`src/rtl/riscv_params_pkg.sv`:
```
// Shared parameters, opcode constants, instruction field layout and FSM
// state type for the instruction encoder/loader.
package riscv_params_pkg;

    localparam int INSTR_WIDTH = 32;
    localparam int MEM_DEPTH   = 2**12;
    localparam int ADDR_WIDTH  = 4;

    localparam int OPC_W    = 5;
    localparam int IMM_W    = 18;
    localparam int OFFSET_W = 27;

    // Bit positions inside the 32-bit instruction word
    localparam int OPC_MSB = 31;
    localparam int OPC_LSB = 27;
    localparam int I_BIT   = 26;
    localparam int RD_LSB  = 22;
    localparam int RS1_LSB = 18;
    localparam int RS2_LSB = 14;

    localparam logic [OPC_W-1:0] OP_ADD  = 5'd0;
    localparam logic [OPC_W-1:0] OP_SUB  = 5'd1;
    localparam logic [OPC_W-1:0] OP_MUL  = 5'd2;
    localparam logic [OPC_W-1:0] OP_DIV  = 5'd3;
    localparam logic [OPC_W-1:0] OP_MOD  = 5'd4;
    localparam logic [OPC_W-1:0] OP_CMP  = 5'd5;
    localparam logic [OPC_W-1:0] OP_AND  = 5'd6;
    localparam logic [OPC_W-1:0] OP_OR   = 5'd7;
    localparam logic [OPC_W-1:0] OP_NOT  = 5'd8;
    localparam logic [OPC_W-1:0] OP_MOV  = 5'd9;
    localparam logic [OPC_W-1:0] OP_LSL  = 5'd10;
    localparam logic [OPC_W-1:0] OP_LSR  = 5'd11;
    localparam logic [OPC_W-1:0] OP_ASR  = 5'd12;
    localparam logic [OPC_W-1:0] OP_NOP  = 5'd13;
    localparam logic [OPC_W-1:0] OP_LD   = 5'd14;
    localparam logic [OPC_W-1:0] OP_ST   = 5'd15;
    localparam logic [OPC_W-1:0] OP_BEQ  = 5'd16;
    localparam logic [OPC_W-1:0] OP_BGT  = 5'd17;
    localparam logic [OPC_W-1:0] OP_B    = 5'd18;
    localparam logic [OPC_W-1:0] OP_CALL = 5'd19;
    localparam logic [OPC_W-1:0] OP_RET  = 5'd20;

    typedef enum logic [1:0] {
        IDLE = 2'd0,
        LOAD = 2'd1,
        DONE = 2'd2
    } enc_state_t;

    // One decoded instruction as offered on the input stream
    typedef struct packed {
        logic [OPC_W-1:0]      opcode;
        logic                  i;
        logic [ADDR_WIDTH-1:0] rd;
        logic [ADDR_WIDTH-1:0] rs1;
        logic [ADDR_WIDTH-1:0] rs2;
        logic [IMM_W-1:0]      imm;
        logic [OFFSET_W-1:0]   offset;
    } instr_fields_t;

endpackage

```
`src/rtl/riscv_instr_encode.sv`:
```
// Purely combinational packer: decoded instruction fields -> 32-bit word.
// Fields an opcode does not use are forced to zero.
module riscv_instr_encode
    import riscv_params_pkg::*;
(
    input  instr_fields_t          fields,
    output logic [INSTR_WIDTH-1:0] word
);

    // Select the format from the opcode and place each used field
    always_comb begin
        // NOTE: every output of a combinational block gets a default first so no path leaves it unassigned (no latch).
        word = '0;
        word[OPC_MSB:OPC_LSB] = fields.opcode;
        case (fields.opcode)
            OP_B, OP_BEQ, OP_BGT, OP_CALL: word[OFFSET_W-1:0] = fields.offset;
            OP_NOP, OP_RET: ;
            default: begin
                // ALU / LD / ST format; opcodes above RET also land here and are packed raw
                word[I_BIT] = fields.i;
                if (fields.opcode != OP_CMP)
                    word[RD_LSB +: ADDR_WIDTH] = fields.rd;
                if (fields.opcode != OP_MOV && fields.opcode != OP_NOT)
                    word[RS1_LSB +: ADDR_WIDTH] = fields.rs1;
                if (fields.i)
                    word[IMM_W-1:0] = fields.imm;
                else
                    word[RS2_LSB +: ADDR_WIDTH] = fields.rs2;
            end
        endcase
    end

endmodule

```
`src/rtl/riscv_instr_encoder_loader.sv`:
```
// Instruction-memory writer: accepts decoded field bundles on a valid/ready
// stream, encodes each into a 32-bit word and writes it to consecutive
// addresses starting at BASE_ADDR. busy holds the core off until the image
// is loaded. Optional build macro ENC_ILLEGAL_CHK_EN adds err_illegal and
// drops opcodes above RET instead of writing them.
module riscv_instr_encoder_loader #(
    parameter int MEM_DEPTH = riscv_params_pkg::MEM_DEPTH,
    parameter int BASE_ADDR = 0
) (
    input  logic                                      clk,
    input  logic                                      rst,
    input  logic                                      start,
    input  logic                                      in_valid,
    output logic                                      in_ready,
    input  logic [4:0]                                in_opcode,
    input  logic                                      in_I,
    input  logic [riscv_params_pkg::ADDR_WIDTH-1:0]   in_rd,
    input  logic [riscv_params_pkg::ADDR_WIDTH-1:0]   in_rs1,
    input  logic [riscv_params_pkg::ADDR_WIDTH-1:0]   in_rs2,
    input  logic [17:0]                               in_imm,
    input  logic [26:0]                               in_offset,
    input  logic                                      in_last,
    output logic                                      mem_we,
    output logic [$clog2(MEM_DEPTH)-1:0]              mem_addr,
    output logic [riscv_params_pkg::INSTR_WIDTH-1:0]  mem_wdata,
    output logic                                      busy,
    output logic                                      done,
    output logic                                      err_overflow,
    output logic [$clog2(MEM_DEPTH):0]                instr_count
`ifdef ENC_ILLEGAL_CHK_EN
    ,
    output logic                                      err_illegal
`endif
);

    import riscv_params_pkg::*;

    localparam int AW = $clog2(MEM_DEPTH);
    // Pointer carries one extra bit so "one past the last word" is representable
    localparam logic [AW:0] BASE_PTR = (AW+1)'(BASE_ADDR);
    localparam logic [AW:0] END_PTR  = (AW+1)'(MEM_DEPTH);
    localparam logic [AW:0] PTR_ONE  = (AW+1)'(1);

    enc_state_t             state_q, state_d;
    logic [AW:0]            ptr_q, ptr_d;
    logic                   mem_we_q, mem_we_d;
    logic [AW-1:0]          mem_addr_q, mem_addr_d;
    logic [INSTR_WIDTH-1:0] mem_wdata_q, mem_wdata_d;
    logic                   err_overflow_q, err_overflow_d;
`ifdef ENC_ILLEGAL_CHK_EN
    logic                   err_illegal_q, err_illegal_d;
`endif

    instr_fields_t          in_fields;
    logic [INSTR_WIDTH-1:0] enc_word;
    logic                   full;
    logic                   accept;
    logic                   opcode_ok;

    assign in_fields = '{opcode: in_opcode, i: in_I, rd: in_rd, rs1: in_rs1,
                         rs2: in_rs2, imm: in_imm, offset: in_offset};

    riscv_instr_encode u_encode (
        .fields (in_fields),
        .word   (enc_word)
    );

    assign full   = (ptr_q - BASE_PTR) == (END_PTR - BASE_PTR);
    assign accept = in_valid & in_ready;
`ifdef ENC_ILLEGAL_CHK_EN
    assign opcode_ok = (in_opcode <= OP_RET);
`else
    assign opcode_ok = 1'b1;
`endif

    // State and output registers; synchronous reset also cancels a pending write
    always_ff @(posedge clk) begin
        if (rst) begin
            state_q        <= IDLE;
            ptr_q          <= BASE_PTR;
            mem_we_q       <= 1'b0;
            mem_addr_q     <= BASE_PTR[AW-1:0];
            mem_wdata_q    <= '0;
            err_overflow_q <= 1'b0;
`ifdef ENC_ILLEGAL_CHK_EN
            err_illegal_q  <= 1'b0;
`endif
        end else begin
            // NOTE: sequential state uses non-blocking assignments so every flop samples pre-edge values.
            state_q        <= state_d;
            ptr_q          <= ptr_d;
            mem_we_q       <= mem_we_d;
            mem_addr_q     <= mem_addr_d;
            mem_wdata_q    <= mem_wdata_d;
            err_overflow_q <= err_overflow_d;
`ifdef ENC_ILLEGAL_CHK_EN
            err_illegal_q  <= err_illegal_d;
`endif
        end
    end

    // Next-state, pointer and write-strobe logic
    always_comb begin
        state_d        = state_q;
        ptr_d          = ptr_q;
        mem_we_d       = 1'b0;
        mem_addr_d     = mem_addr_q;
        mem_wdata_d    = mem_wdata_q;
        err_overflow_d = err_overflow_q;
`ifdef ENC_ILLEGAL_CHK_EN
        err_illegal_d  = err_illegal_q;
`endif
        case (state_q)
            IDLE, DONE: begin
                if (start) begin
                    state_d        = LOAD;
                    ptr_d          = BASE_PTR;
                    err_overflow_d = 1'b0;
`ifdef ENC_ILLEGAL_CHK_EN
                    err_illegal_d  = 1'b0;
`endif
                end
            end
            LOAD: begin
                if (in_valid && full) begin
                    // Bundle offered with no room left: flag and stop the session
                    err_overflow_d = 1'b1;
                    state_d        = DONE;
                end else if (accept) begin
                    if (opcode_ok) begin
                        mem_we_d    = 1'b1;
                        mem_addr_d  = ptr_q[AW-1:0];
                        mem_wdata_d = enc_word;
                        ptr_d       = ptr_q + PTR_ONE;
                    end
`ifdef ENC_ILLEGAL_CHK_EN
                    else begin
                        err_illegal_d = 1'b1;
                    end
`endif
                    if (in_last)
                        state_d = DONE;
                end
            end
            default: state_d = IDLE;
        endcase
    end

    // State-decoded handshake and status outputs
    always_comb begin
        in_ready = (state_q == LOAD) && !full;
        busy     = (state_q == LOAD);
        done     = (state_q == DONE);
    end

    assign mem_we       = mem_we_q;
    assign mem_addr     = mem_addr_q;
    assign mem_wdata    = mem_wdata_q;
    assign err_overflow = err_overflow_q;
    assign instr_count  = ptr_q - BASE_PTR;
`ifdef ENC_ILLEGAL_CHK_EN
    assign err_illegal  = err_illegal_q;
`endif

endmodule

```
`config.mk`:
```
export PLATFORM = sky130hd
export DESIGN_NAME = riscv_instr_encoder_loader
export DESIGN_NICKNAME = d
export VERILOG_FILES = /design/src/rtl/riscv_params_pkg.sv /design/src/rtl/riscv_instr_encode.sv /design/src/rtl/riscv_instr_encoder_loader.sv
export SDC_FILE = /design/constraint.sdc
export NUM_CORES = 1
export LEC_CHECK = 0
export BUFFER_PORTS_ARGS = -buffer_cell sky130_fd_sc_hd__buf_4
export CAP_MARGIN = 20
export CORE_UTILIZATION = 25
export CTS_BUF_LIST = sky130_fd_sc_hd__clkbuf_8
export CTS_CLUSTER_SIZE = 40
export DETAILED_ROUTE_END_ITERATION = 10
export GPL_ROUTABILITY_DRIVEN = 0
export PLACE_DENSITY_LB_ADDON = 0.25
export SLEW_MARGIN = 0
export SYNTH_ARGS = -nofsm -noshare
export SYNTH_HDL_FRONTEND = slang
export SYNTH_SLANG_ARGS = --single-unit
```
`constraint.sdc`:
```
create_clock -name clk -period 2.41 [get_ports clk]
set_input_delay 0.3615 -clock clk [delete_from_list [all_inputs] [get_ports clk]]
set_output_delay 0.3615 -clock clk [all_outputs]
set_load 0.01 [all_outputs]
```
Word-level counts from Yosys, hierarchy flattened
Index checks and enable logic that the tools add are counted.
- register bits: 61
- bits in latches: 0
- RAM bits: 0
- ROM bits: 0
- input port bits: 68
- output and inout port bits: 62
- logic and storage cells: 60
- memories kept: 0
- add/subtract/negate cells: 1
- multiply operators: 0
- divide/modulo/power cells: 0
- magnitude comparators: 0
- equal/unequal tests: 18
- shift operators: 0
- muxes and demuxes: 18
- bitwise operators: 3
- reductions and logical operators: 14
- operator list (kind ; count):
    one-hot mux 27 bit (2 select lines) ; 1
    two-way mux 13 bit ; 3
    one-hot mux 13 bit (2 select lines) ; 1
    equality test 5 bit, second input constant ; 5
    two-way mux 14 bit ; 1
    adder 13 x 1 -> 13 bit, second input constant ; 1
    equality test 13 bit, second input constant ; 1
    two-way mux 4 bit ; 3
    != test 5 x 4 -> 1 bit, second input constant ; 2
    AND reduction 3 bit ; 3
    two-way mux 2 bit ; 4
    equality test 5 x 4 -> 1 bit, second input constant ; 1
    != test 5 x 3 -> 1 bit, second input constant ; 1
    != test 2 x 1 -> 1 bit, second input constant ; 2
    != test 2 bit, second input constant ; 2
    one-hot mux 2 bit (2 select lines) ; 1
    AND reduction 4 bit ; 1
    OR reduction 2 bit ; 2
    OR reduction 4 bit ; 1
    logical AND 1 bit ; 3
    two-way mux 1 bit ; 3
    != test 3 x 1 -> 1 bit, second input constant ; 1
    != test 3 x 2 -> 1 bit, second input constant ; 1
    OR reduction 3 bit ; 1
    8 further kinds ; 9

Logic depth before layout (Yosys ltp)
- depth after elaboration: 7
- depth in mapped cells: 8
- gate-level depth less buffers: 6

Hierarchy
From an unflattened synthesis, not the netlist that was laid out.
- cell total of the unflattened synthesis: 345
- area total of the unflattened synthesis: 2840.2 sq um
- modules (own cells, without submodules) (module ; times used ; cells each ; area each (sq um) ; sequential area each (sq um)):
    riscv_instr_encoder_loader ; 1 ; 289 ; 2394.8 ; 1221.2
    riscv_instr_encode ; 1 ; 56 ; 445.4 ; 0.0

Least setup slack after synthesis
Ideal clock, no wire load.
- path type: register to register
- start: register ptr_q[0]
- end: register ptr_q[0]
- setup time: 0.087 ns
- data arrival time: 1.857 ns
- data required time: 2.323 ns
- setup slack: 0.466 ns
- cell stages (with the launch flop): 7
- buffers on the path: 0
- clock period less this slack: 1.944 ns
- cells stage by stage: dfxtp_1 inv_1 ha_1 or4b_4 o31a_1 or4_1 o31ai_1
- word-level cells in the longest chain between the ends: 6
- elaborated cells between the ends (all ways): 12
- classes of those cells: 1 x add/sub; 3 x eq/ne; 3 x mux; 1 x bitwise; 4 x reduce/logical
- RTL lines (what ; RTL line ; source):
    from (decl) ; riscv_instr_encoder_loader.sv:45 ; logic [AW:0] ptr_q, ptr_d;
    from (signal assigned) ; riscv_instr_encoder_loader.sv:91 ; ptr_q <= ptr_d;
    parallel branches: the longest is 6 deep, another holds adder 13 x 1 -> 13 bit ; - ;
Parallel ways; which one is timed is not known. The select of a mux whose other input is x is not followed.
A chain may end at the register's enable or synchronous reset.

Worst setup path in the final report
- start: register ptr_q[0]
- end: output in_ready
- word-level cells in the longest chain between the ends: 3
- RTL lines (what ; RTL line ; source):
    equality test 13 bit ; riscv_instr_encoder_loader.sv:68 ; assign full = (ptr_q - BASE_PTR) == (END_PTR - BASE_PTR);
    zero test 1 bit ; riscv_instr_encoder_loader.sv:151 ; in_ready = (state_q == LOAD) && !full;
    logical AND 1 bit ; riscv_instr_encoder_loader.sv:151 ;
    to (decl) ; riscv_instr_encoder_loader.sv:14 ; output logic in_ready,
No other way between the ends.

==> results.yml <==
worst_setup_path:
  cp.depth: 6
  crit_buf_inv: 2
  path_max_fanout: 8
  r2r_cells: 6
  required_ns: 2.05
  slowest_delay_ns: 0.48
  slowest_stage: "or4b_4"
  path_cells: "inv_1 -> ha_1 -> or4b_4 -> nor3_1 -> nor2_1 -> buf_4"
  critPathTopFamily: "simple AND/OR/NAND/NOR gates"
  critPathArrivalTime_ns: 1.86
  critical_path.endpoint_type: "output pin"
  crit_type: "reg -> out"
  start_kind: "register"
route:
  drc: 0
  routed_wl_mm: 8.28
  detail-route-antenna-nets: 0
  vias: 2752
  drtIter0Drc: 85
  routedWlPerCell_um: 14.4
  first_pass_iters: 5
  routed_via_density: 4.77
timing:
  timing.fmax_ghz: 0.451
  slew_headroom_pct: 60.8
  skew_ns: 0.00717
  slew_viol_final: 0
  finalSetupTns_ns: 0
  fin_ws_ns: 0.193
  fin_crit_sh_pct: 92.0
  hold_ws_ns: 0.305
  final_hold_viol_count: 0
  rsz0062_at_grt: "false"
  worst_slew_pin_slew_ns: 0.580
  fin_crit_ns: 2.22
  finalSetupViolCount: 0
global_route:
  grt_use_total_pct: 15.6
  antenna_found_initial: 0
  grt_pass1_vias: 2659
  grt_overflow: 0
  grt_pass1_wl_mm: 13.5
  grt_max_degree: 42
final_layout:
  final_area_um2: 3960
  seq_area_um2: 1220
  antenna_cells: 0
  drive_above_1_share_pct: 37.2
  multiInputGateArea_um2: 1310
  layout.cells.most_common: "buf_4"
  final_nets: 508
  area_delta_synth_final_pct: 49.5
  fill_cells: 1099
  final_cell_mix: "buf_4 (140), dfxtp_1 (61), nand2_1 (39)"
clock_tree:
  cts.clk_slew.worst_paths_ns: 0.06
  cts.sinks: 61
  htree_num_levels: 3
  clockBufferDepth: 2
  cts_hold_buffers: 0
  worstSkewPairLatency_ns: 0.32
  cts_buffers: 9
  root_buffer: "clkbuf_8"
  cts_tree: "yes"
  ctsResizeCount: 0
  cts_setup_buffers: 0
die:
  num_rows: 37
  pin_count: 130
  die_y_um: 105
  die_area_um2: 11000
  die_width_um: 105
  initial_core_util_pct: 25.7
  core_area_um2: 10300
yosys:
  syn_nets: 379
  synth_ff_type: "dfxtp_1"
  synthCells: 309
  yosys.area.top_type: "dfxtp_1"
  ys_seq_area_share_pct: 46.2
  syn_area_um2: 2650
  syn_area_per_cell_um2: 8.56
  synthTopCellsByArea: "dfxtp_1 (46%), a221oi_1 (8.9%), nand2_1 (5.5%)"
  yosysUniqueCellTypes: 39
  synth_edf_count: 0
  yosysWarnings: 0
  async_flop_share_pct: 0
  ys_ff_latch: 61
  synth_top_area_share_pct: 46.2
pwr:
  peakVddDrop_uv: 309
  power_w: 0.00221
  powerDensity_nw_per_um2: 558
  p_leak_nw: 1.66
placed_design:
  portBuffers: 129
  hpwlAfterDp_mm: 5.95
  dpl-instance-area_um2: 3790
  place_worst_setup_slack_ns: 0.442
status:
  status: "finished clean"
min_path:
  hold-path-cell-count: 3
  hold_path.class: "in -> reg"
run:
  drv_cap: 0
## metal layers
metal / wire length [um] / GRT usage (%) / up-vias
li1: - / - / 1378
met1: 3620 / 19.5 / 1293
met2: 4160 / 26.0 / 72
met3: 382 / 3.31 / 9
met4: 119 / 6.14 / 0
met5: 0 / 0 / -
## where the power goes
part           internal [W]  switching, W
sequential          0.00105     0.0000223
clock              0.000411      0.000375
combinational      0.000180      0.000172
total               0.00164      0.000570
## synth_stat cells, drive strengths merged (2+ instances only)
cell type  count
or3            4
and4           2
ha             2
inv            5
a211oi         3
xor2           4
o21ai          4
xnor2          2
a221oi        27
or4b           2
mux2           4
buf           10
nor2b          4
clkbuf        13
or4            4
o31ai          3
nor3          28
nand2         39
nand2b         5
a22oi          2
dfxtp         61
a21oi         24
nor2          38
nand4          3
nand3          5
o211ai         2
## kinds of logic after synthesis
| group | after synthesis | share of synthesized area, % |
|---|---|---|
| fa+ha+maj | 2 | 0.946 |
| compound gates | 71 | 19.6 |
| xor+xnor | 6 | 1.99 |
| buf+inv | 28 | 4.68 |
| simple gates | 137 | 24.9 |
| flops | 61 | 46.2 |
| mux | 4 | 1.70 |
## final cells by class
cell class | instances | share of cell area (%)
Timing Repair Buffer | 141 | 27.1
Clock inverter | 3 | 0.348
Tap cell | 136 | 4.30
Multi-Input combinational cell | 220 | 33.1
Clock buffer | 11 | 3.83
Sequential cell | 61 | 30.9
Inverter | 5 | 0.475
## tightest hold or removal path: cells and delay by family
family                 cells  cell delay (ns)
AOI/OAI and AO/OA          1             0.05
buffers and inverters      1             0.12
and+or+nand+nor            1             0.05
## stage by stage
stage	utilization, %	instances
floorplan	-	309
detailed placement	36.9	563
finish	38.5	577
CTS	38.5	577
global placement	36.9	563
global route	38.5	577
## registers in the layout (all words and copies together), names as in the netlist
name          count
mem_wdata        32
ptr_q            13
mem_addr         12
state_q           2
err_overflow      1
mem_we            1
## final timing paths
| path | startpoint | slack (ns) | to |
|---|---|---|---|
| worst max-delay path | ptr_q[0] | 0.19 | in_ready |
| worst min-delay path | in_opcode[1] | 0.30 | mem_wdata[28] |
| worst max register to register | ptr_q[0] | 0.43 | ptr_q[0] |
| worst min register to register | mem_wdata[31] | 0.46 | mem_wdata[31] |
No activity file was read; power rests on OpenSTA's default activity.
